===== config.mk =====
export PLATFORM = sky130hd
export DESIGN_NAME = down_counter_4bit_timer
export DESIGN_NICKNAME = d
export VERILOG_FILES = /design/src/rtl/down_counter_4bit_timer.sv
export SDC_FILE = /design/constraint.sdc
export NUM_CORES = 1
export LEC_CHECK = 0
export CAP_MARGIN = 20
export CORE_MARGIN = 1
export CORE_UTILIZATION = 45
export CTS_BUF_LIST = sky130_fd_sc_hd__clkbuf_16
export DETAILED_ROUTE_END_ITERATION = 8
export GPL_TIMING_DRIVEN = 0
export MAX_ROUTING_LAYER = met4
export PLACE_DENSITY_LB_ADDON = 0.25
export SYNTH_ARGS = -nofsm -noshare
export SYNTH_HDL_FRONTEND = slang
export SYNTH_SLANG_ARGS = --single-unit

===== constraint.sdc =====
create_clock -name clk -period 4.2 [get_ports clk]
set_input_delay 0.84 -clock clk [delete_from_list [all_inputs] [get_ports clk]]
set_output_delay 0.84 -clock clk [all_outputs]
set_load 0.01 [all_outputs]

===== src/rtl/down_counter_4bit_timer.sv =====
// down_counter_4bit_timer
//
// Loadable down counter and interval timer, the count-down partner of the
// free-running 4-bit up counter. A start value is loaded, the counter then
// decrements on every enabled clock and raises a one-cycle terminal-count
// pulse when it runs out. In one-shot mode it parks in EXPIRED with count=0;
// in auto-reload mode it reloads the last loaded value and keeps running,
// giving a tick every reload_reg enabled cycles. It never wraps below zero.
//
// Ports
//   clk          in   1      rising-edge clock
//   rst_n        in   1      asynchronous active-low reset
//   clr          in   1      synchronous abort back to IDLE with count=0
//   load         in   1      synchronous load of load_val, starts a run
//   load_val     in   WIDTH  start / reload value
//   en           in   1      count enable, only honoured in RUN
//   auto_reload  in   1      1 = periodic, 0 = one-shot
//   count        out  WIDTH  current counter value (registered)
//   tc           out  1      one-cycle terminal-count pulse (registered)
//   busy         out  1      high while in RUN
//   done         out  1      high while in EXPIRED (sticky until load/clr)

module down_counter_4bit_timer #(
  parameter int WIDTH = 4
) (
  input  logic             clk,
  input  logic             rst_n,
  input  logic             clr,
  input  logic             load,
  input  logic [WIDTH-1:0] load_val,
  input  logic             en,
  input  logic             auto_reload,
  output logic [WIDTH-1:0] count,
  output logic             tc,
  output logic             busy,
  output logic             done
);

  typedef enum logic [1:0] {
    IDLE    = 2'd0,
    RUN     = 2'd1,
    EXPIRED = 2'd2
  } state_t;

  state_t           state;
  state_t           state_nxt;
  logic [WIDTH-1:0] count_nxt;
  logic [WIDTH-1:0] reload_reg;
  logic [WIDTH-1:0] reload_nxt;
  logic             tc_nxt;

  // State, counter, reload value and the terminal-count pulse are all
  // registered together so every output changes on the same edge. Reset
  // clears everything immediately, which also kills any pending tc.
  always_ff @(posedge clk or negedge rst_n) begin
    if (!rst_n) begin
      state      <= IDLE;
      count      <= '0;
      reload_reg <= '0;
      tc         <= 1'b0;
    end else begin
      state      <= state_nxt;
      count      <= count_nxt;
      reload_reg <= reload_nxt;
      tc         <= tc_nxt;
    end
  end

  // Next-state and next-count decision with priority clr > load > en.
  // The terminal decision is taken in the cycle where count==1, so tc rises
  // together with the value that the count shows after the run ends
  // (0 in one-shot, reload_reg in periodic mode). auto_reload only matters
  // in that decision cycle. A count of 0 while in RUN cannot be reached
  // through a load, but if it ever happens the block expires quietly
  // instead of wrapping to all-ones.
  always_comb begin
    state_nxt  = state;
    count_nxt  = count;
    reload_nxt = reload_reg;
    tc_nxt     = 1'b0;

    if (clr) begin
      state_nxt = IDLE;
      count_nxt = '0;
    end else if (load) begin
      count_nxt  = load_val;
      reload_nxt = load_val;
      state_nxt  = (load_val != '0) ? RUN : EXPIRED;
    end else if (state == RUN && en) begin
      if (count > WIDTH'(1)) begin
        count_nxt = count - WIDTH'(1);
      end else if (count == WIDTH'(1)) begin
        tc_nxt = 1'b1;
        if (auto_reload) begin
          count_nxt = reload_reg;
        end else begin
          count_nxt = '0;
          state_nxt = EXPIRED;
        end
      end else begin
        count_nxt = '0;
        state_nxt = EXPIRED;
      end
    end
  end

  // Status flags are straight decodes of the registered state.
  always_comb begin
    busy = (state == RUN);
    done = (state == EXPIRED);
  end

endmodule

After elaboration in Yosys (flattened, before gate mapping):

Index checks and enable logic that the tools add are counted.

* output and inout bits: 7
* logic and storage cells: 35
* register bits after elaboration: 11
* input port bits: 10

* magnitude comparators: 1
* mux-type cells: 18
* $add $sub $neg: 1
* equality and inequality tests: 5
* reduce and logical (&&, ||, !) cells: 5
* bitwise operators: 1

Operators with widths (count)
* 4-bit two-way mux: 6
* 2-bit two-way mux: 7
* 1-bit two-way mux: 5
* 4-bit by 1-bit == test with 1-bit output (second input constant): 1
* 4-bit by 1-bit > comparator with 1-bit output (second input constant): 1
* 4-bit inequality test (second input constant): 1
* 4-bit nonzero test: 1
* 4-bit by 1-bit subtractor with 4-bit output (second input constant): 1
* 3-bit inequality test (second input constant): 1
* 3-bit AND reduction: 1
* 3-bit nonzero test: 1
* 2-bit by 1-bit == test with 1-bit output (second input constant): 1
* 2-bit == test (second input constant): 1
* 2-bit AND reduction: 1
* 1-bit logical AND: 1
* 1-bit inverter: 1

Longest topological paths before layout:

* depth in word-level cells: 6
* mapped depth: 6
* depth with buffers taken out: 6

Worst setup path before layout:

Ideal clock, no wire load.

* kind: register -> register
* from: register count[1]
* to: register count[3]
* slack: 2.543 ns
* setup time: 0.086 ns
* path buffers: 0
* period minus slack after synthesis: 1.657 ns
* data required time: 4.114 ns
* arrival time: 1.571 ns
* stages on the path, launching flop included: 7
* cells stage by stage: dfrtp_1 inv_1 ha_1 or4_1 a21oi_1 nand3_1 a32oi_1

* word-level cells in the longest chain between the ends: 6
* elaborated cells between the ends (all ways): 8
* classes of those cells: add/sub: 1; order compare: 1; eq/ne: 1; mux: 5

Ends and longest elaborated chain
* start, declared: RTL line 33 `output logic [WIDTH-1:0] count,`
* start signal, assigned: RTL line 63 `count <= count_nxt;`
* branches (longest 2 deep; another with 4-bit by 1-bit subtractor with 4-bit output)
* 4-bit two-way mux *: RTL line 90 `if (count > WIDTH'(1)) begin`
* 4-bit two-way mux *: RTL line 89 `end else if (state == RUN && en) begin`
* 4-bit two-way mux *: RTL line 85 `end else if (load) begin`
* 4-bit two-way mux *: RTL line 82 `if (clr) begin`

Mark *: on every way between the ends. The select of a mux whose other input is x is not followed.
A chain may end at the register's enable or synchronous reset.

Final worst setup path:

* from: input load
* to: register count[3]

* word-level cells in the longest chain between the ends: 2
* elaborated cells between the ends (all ways): 3
* classes of those cells: mux: 2; reduce/logical: 1

Ends and longest elaborated chain
* start, declared: RTL line 29 `input logic load,`
* 4-bit two-way mux: RTL line 85
* 4-bit two-way mux: RTL line 82

Several ways; a longest one is shown, not always the timed one.

==> flow_summary.yaml <==
outcome:
  status: "finished clean"
logic_synthesis:
  synth_area_leaders: "dfrtp_1 (44%), nand2_1 (7.7%), nor2b_1 (5.9%)"
  ys_seq_elements: 11
  synth-edff-count: 0
  async_flop_share_pct: 100
  ys_warn_count: 0
  netlist_area_sq_um: 632
  synth_most_common_cell: "nand2_1"
  synth.mux.area_fraction_pct: 0
  yosysTopAreaCellShare_pct: 43.6
  synth_area_leader_cell: "dfrtp_1"
  synth_compound_area_share_pct: 21.4
  ys.flop_type: "dfrtp_1"
  avgSynthCellArea_sq_um: 8.42
  synth_top_family_by_area: "simple AND/OR/NAND/NOR gates"
  yosys.cell_types.count: 23
  synth_xor_area_share_pct: 0
  synth-simple-area-share_pct: 28.1
  synthesis.nets: 87
  synth_common_cells: "nand2_1 (13), dfrtp_1 (11), a21oi_1 (6), nor2_1 (6), nor2b_1 (6)"
  yosysSeqAreaShare_pct: 43.6
  syn_inst: 75
  synth_fa_ha_area_share_pct: 3.96
global_route:
  grt_pass1_vias: 598
  grt_remaining_overflow: 0
  grt_pass1_wl_um: 2650
  grtUsageTotal_pct: 27.9
  grt_max_degree: 12
  antenna_found_initial: 0
drt:
  wire_per_inst_um: 15.3
  viasPerCell: 6.02
  drtIter0Drc: 29
  drt-pass1-iter-count: 4
  wl_um: 1680
  drc: 0
  vias: 662
  postRouteAntennaNets: 0
sta:
  relSlewSlack_pct: 61.5
  fin_setup_tns_ps: 0
  hold_viol: 0
  report.final.slew_viol_count: 0
  worstMarginPinSlew_ps: 571
  finalSetupViolations: 0
  fin_crit_ps: 2220
  skew_ps: 2.66
  fin_crit_sh_pct: 52.9
  fmax_ghz: 0.450
  grt_setup_unrepaired: "false"
worst_hold_path:
  min_path_cells: 2
  hp-start: "reload_reg[1]"
  worstHoldEndpoint: "reload_reg[1]"
  min-delay-path-class: "reg2reg"
cells_and_area:
  diodes: 0
  syn_to_final_growth_pct: 40.8
  drive_above_1_share_pct: 3.16
  final_area_sq_um: 890
  fill_cells: 112
  num-nets-final: 108
  final_cells: 110
clock_network:
  htreeDepth: 1
  worstSkewPairLatency_ps: 240
  cts_buffers: 3
  cts.clk_slew.worst_paths_ps: 40
  clkSinkCount: 11
  post_cts_buffers: 0
  cts_tree: "done"
  clockBufferDepth: 2
  cts-hold-fix-buffers: 0
  cts-root-buf: "clkbuf_16"
  cts_resized: 0
placed_design:
  portBuffers: 16
  dpl.cell_count: 106
  dpl.hpwl_um: 1040
  placed_cell_area_sq_um: 811
  gp_congestion: 0.749
worst_setup_path:
  reg2regPathDepth: 6
  cp_slowest_cell: "nor4_1"
  regToRegSetupSlack_ps: 2300
  critPathBufInv: 1
  cp_slowest_stage_delay_ps: 570
  worstPathArrival_ps: 2370
  critPathRequiredTime_ps: 4350
  critical_path_class: "in2reg"
  crit_fanout: 6
  worst_setup_path_start_kind: "primary input"
  cp_top_family: "simple AND/OR/NAND/NOR gates"
  r2r_end: "count[3]"
  crit_chain: "clkdlybuf4s50_1 -> nor4_1 -> o211ai_1 -> a32oi_1"
  end_kind: "register"
  r2r-start: "count[0]"
flow_run:
  maxCapViolCount: 0
floorplan:
  ios: 17
  die_w_um: 39.5
  dieArea_sq_mm: 0.00156
  row_count: 13
  start_util_pct: 48.6
  coreArea_sq_mm: 0.00130
  die_y_um: 39.5
pwr:
  power_density_mw_per_mm2: 440
  vdd_drop_max_v: 0.000318
  p_leak_nw: 0.392
layer usage:
layer / vias to the layer above / GRT usage, % / share of wire, %
li1: 310 / - / -
met1: 310 / 31.2 / 42
met2: 31 / 39.8 / 47
met3: 11 / 10.2 / 6.7
met4: 0 / 21.6 / 4.2
met5: - / - / 0
worst max-delay path by stage:
stage	from	endpoint	slack (ps)	cells after the start
2_1_floorplan	count[1]	count[3]	2540	6
3_3_place_gp	load	count[0]	1880	5
3_5_place_dp	load	count[3]	1900	4
4_1_cts	state[1]	done	1990	2
5_1_grt	load	count[3]	1910	4
6_report	load	count[3]	1980	4
worst register-to-register path: stages, from the launching register on:
cell and delay, ps:
dfrtp_1 420, inv_1 90, ha_1 260, nor2b_1 150, o21ai_1 430, o211ai_1 200
a32oi_1 260
layout make-up:
| type | count | area, sq um | area share (%) |
|---|---|---|---|
| Clock buffer | 3 | 75.1 | 8.44 |
| Clock inverter | 1 | 3.75 | 0.422 |
| Inverter | 5 | 18.8 | 2.11 |
| Multi-Input combinational cell | 59 | 338 | 38.0 |
| Sequential cell | 11 | 275 | 30.9 |
| Tap cell | 15 | 18.8 | 2.11 |
| Timing Repair Buffer | 16 | 160 | 18.0 |
power by group:
part | leakage, nW | switching, mW | internal (mW) | total [mW]
sequential | 0.141 | 0.0113 | 0.117 | 0.128
clock | 0.0423 | 0.0496 | 0.125 | 0.175
combinational | 0.208 | 0.0471 | 0.0411 | 0.0883
layout by cell type, fill, tap and decap left out:
master           count
dfrtp_1             11
nand2_1             13
o2111ai_1            1
a32oi_1              1
clkdlybuf4s50_1     16
o311ai_0             1
o211ai_1             4
nor2_1               6
inv_1                6
nor2b_1              6
or4_1                1
or2_1                1
or3_1                1
ha_1                 2
a21oi_1              6
a211oi_1             1
nand2b_1             2
nand3_1              1
nor4_1               2
and3_1               3
o21ai_0              2
clkbuf_16            3
o31a_1               1
o21ai_1              2
a31oi_1              2
per-stage QoR:
step	power [mW]	hold WS [ps]	setup slack, ps	utilization, %
2_1_floorplan	0.178	438	2540	-
3_3_place_gp	0.212	456	1880	62.3
3_5_place_dp	0.213	456	1900	62.3
4_1_cts	0.392	466	1990	68.4
5_1_grt	0.410	510	1910	68.4
6_report	0.391	475	1980	68.4
cells by family after synthesis:
group,count (synthesis)
simple gates,36
compound gates,21
flops,11
buf+inv,5
fa+ha+maj,2
Note: power is estimated with default switching activity, not from simulation.
==> RTL change: new RTL, same flow settings <==
`WIDTH`: 4 -> 6.
--- a/src/rtl/down_counter_4bit_timer.sv
+++ b/src/rtl/down_counter_4bit_timer.sv
@@ -23,3 +23,3 @@
 module down_counter_4bit_timer #(
-  parameter int WIDTH = 4
+  parameter int WIDTH = 6
 ) (
Interface: changed (resized count and load_val); port bits go from 17 to 21. The function was not compared with the original's and may differ.
==> RTL change against the original RTL <==
- total power increased by 23%
- sequential cell count increased by 4
- register-to-register slack worse by 40 ps
- design area rose by 42%
- combinational power increased by 34%
- routed wire length up 46%
- global-route usage is 3.8 points lower
- synthesized cell count up 36%
- first-iteration DRC count up 79%
- clock skew increased by 2.0 ps
- worst setup slack got worse by 9.1 ps
- area after synthesis increased by 50%
- critical path type unchanged
- critical endpoint unchanged
- largest cell class unchanged
==> RTL change: results (changes against the original RTL) <==
[status]
outcome = completed  ; unchanged

[setup_path]
rr_worst_depth = 6  ; unchanged
worstSetupPathType = input pin to flop  ; unchanged
cp_slowest_cell = clkdlybuf4s50_1  ; was nor4_1
worst-path-max-fanout = 10  ; was 6
r2r_setup_slack_ps = 2260  ; was 2300 ps
worstPathArrival_ps = 2360
crit_family = buffers and inverters  ; was simple AND/OR/NAND/NOR gates
cp-startpoint = clr  ; was load
max_stage_delay_ps = 520  ; was 570 ps

[timing]
clock_skew_ps = 4.67  ; was 2.66 ps
tightestPinTransition_ps = 685  ; was 571 ps

[grt]
grt_usage_pct = 24.1  ; was 27.9%
grt_max_degree = 16  ; was 12
grt_pass1_wl_mm = 3.70  ; was 2.65 mm
grt_use_met1_pct = 30.3  ; was 31.2%
grt_use_met3_pct = 5.28  ; was 10.2%
use_met2_pct = 36.2  ; was 39.8%
grt_pass1_vias = 849  ; was 598

[pwr]
p_leak_nw = 0.531  ; was 0.392 nW
p_sw_w = 0.000137  ; was 0.000108 W
comb-power_w = 0.000118  ; was 0.0000883 W
clkPwrFrac_pct = 38.9  ; was 44.7%
totalPowerFinal_w = 0.000483  ; was 0.000391 W
irDropWorstVdd_v = 0.000254  ; was 0.000318 V

[logic_synthesis]
synth-seq-area-share_pct = 39.6  ; was 43.6%
synth_common_cells = 15 x dfrtp_1, 12 x nand2_1, 8 x a21oi_1  ; was 13 x nand2_1, 11 x dfrtp_1, 6 x a21oi_1, 6 x nor2_1, 6 x nor2b_1
synthMuxAreaShare_pct = 2.11  ; was 0%
synth_adder_area_share_pct = 2.64  ; was 3.96%
ys.flop_type = dfrtp_1  ; unchanged
synth_cells = 102  ; was 75
synth_xor_area_share_pct = 0.925  ; was 0%
synth_compound_area_share_pct = 24.0  ; was 21.4%
ys_types = 36  ; was 23
syn-num-nets = 116  ; was 87
synthTopCellsByArea = dfrtp_1 40%, nand2_1 4.8%, a21oi_1 4.2%  ; was dfrtp_1 44%, nand2_1 7.7%, nor2b_1 5.9%
synth_top_area_share_pct = 39.6  ; was 43.6%

[detailed_routing]
dr.pass1.iters = 5  ; was 4
highest_layer = met4  ; unchanged
wl_per_cell_um = 16.0  ; was 15.3 µm
wirelength_mm = 2.45  ; was 1.68 mm
wl_met3_um = 219  ; was 112 µm
wl_met1_mm = 1.02  ; was 705 µm
route.met2.wl_mm = 1.15  ; was 796 µm
viasPerCell = 6.19  ; was 6.02
initialDrtViolationCount = 52  ; was 29

[clock_network]
cts_resized = 0  ; unchanged
clock-root-buffer = clkbuf_16  ; unchanged
postCtsSetupRepairBufs = 0  ; unchanged

[hold_path]
min_path_type = flop to flop  ; unchanged
min_path_cells = 2  ; unchanged

[final_layout]
drive_above_1_share_pct = 12.7  ; was 3.16%
n_fill_cell = 185  ; was 112
nets = 141  ; was 108

[place]
portBuffers = 20  ; was 16
hpwl_mm = 1.71  ; was 1.04 mm
dp_cells = 149  ; was 106
placed_area_um2 = 1180  ; was 811 µm²
gp_congestion = 0.846  ; was 0.749

[RTL change: changes by cell type after synthesis, moves of 3 or more]
| cell | delta |
|---|---|
| o31ai_1 | +3 |
| o211ai_1 | -4 |
| nor3_1 | +4 |
| dfrtp_1 | +4 |
| and3_1 | -3 |
[RTL change: layout make-up]
| type | instances | area share [%] |
|---|---|---|
| inverters | 7 | 2.08 |
| well taps | 27 | 2.68 |
| plain buffers | 6 | 2.58 |
| repair buffers | 20 | 15.9 |
| multi-input cells | 74 | 40.7 |
| clock inverters | 1 | 0.397 |
| clock buffers | 3 | 5.95 |
| flip-flops and latches | 15 | 29.8 |
[RTL change: through the flow]
step | hold WS [ps] | utilization [%] | setup WS [ps]
finish | 481 | 64.3 | 1970
global route | 512 | 64.3 | 1840
CTS | 478 | 64.3 | 1980
detailed placement | 465 | 60.2 | 1760
global placement | 462 | 60.2 | 1790
floorplan | 446 | - | 2450
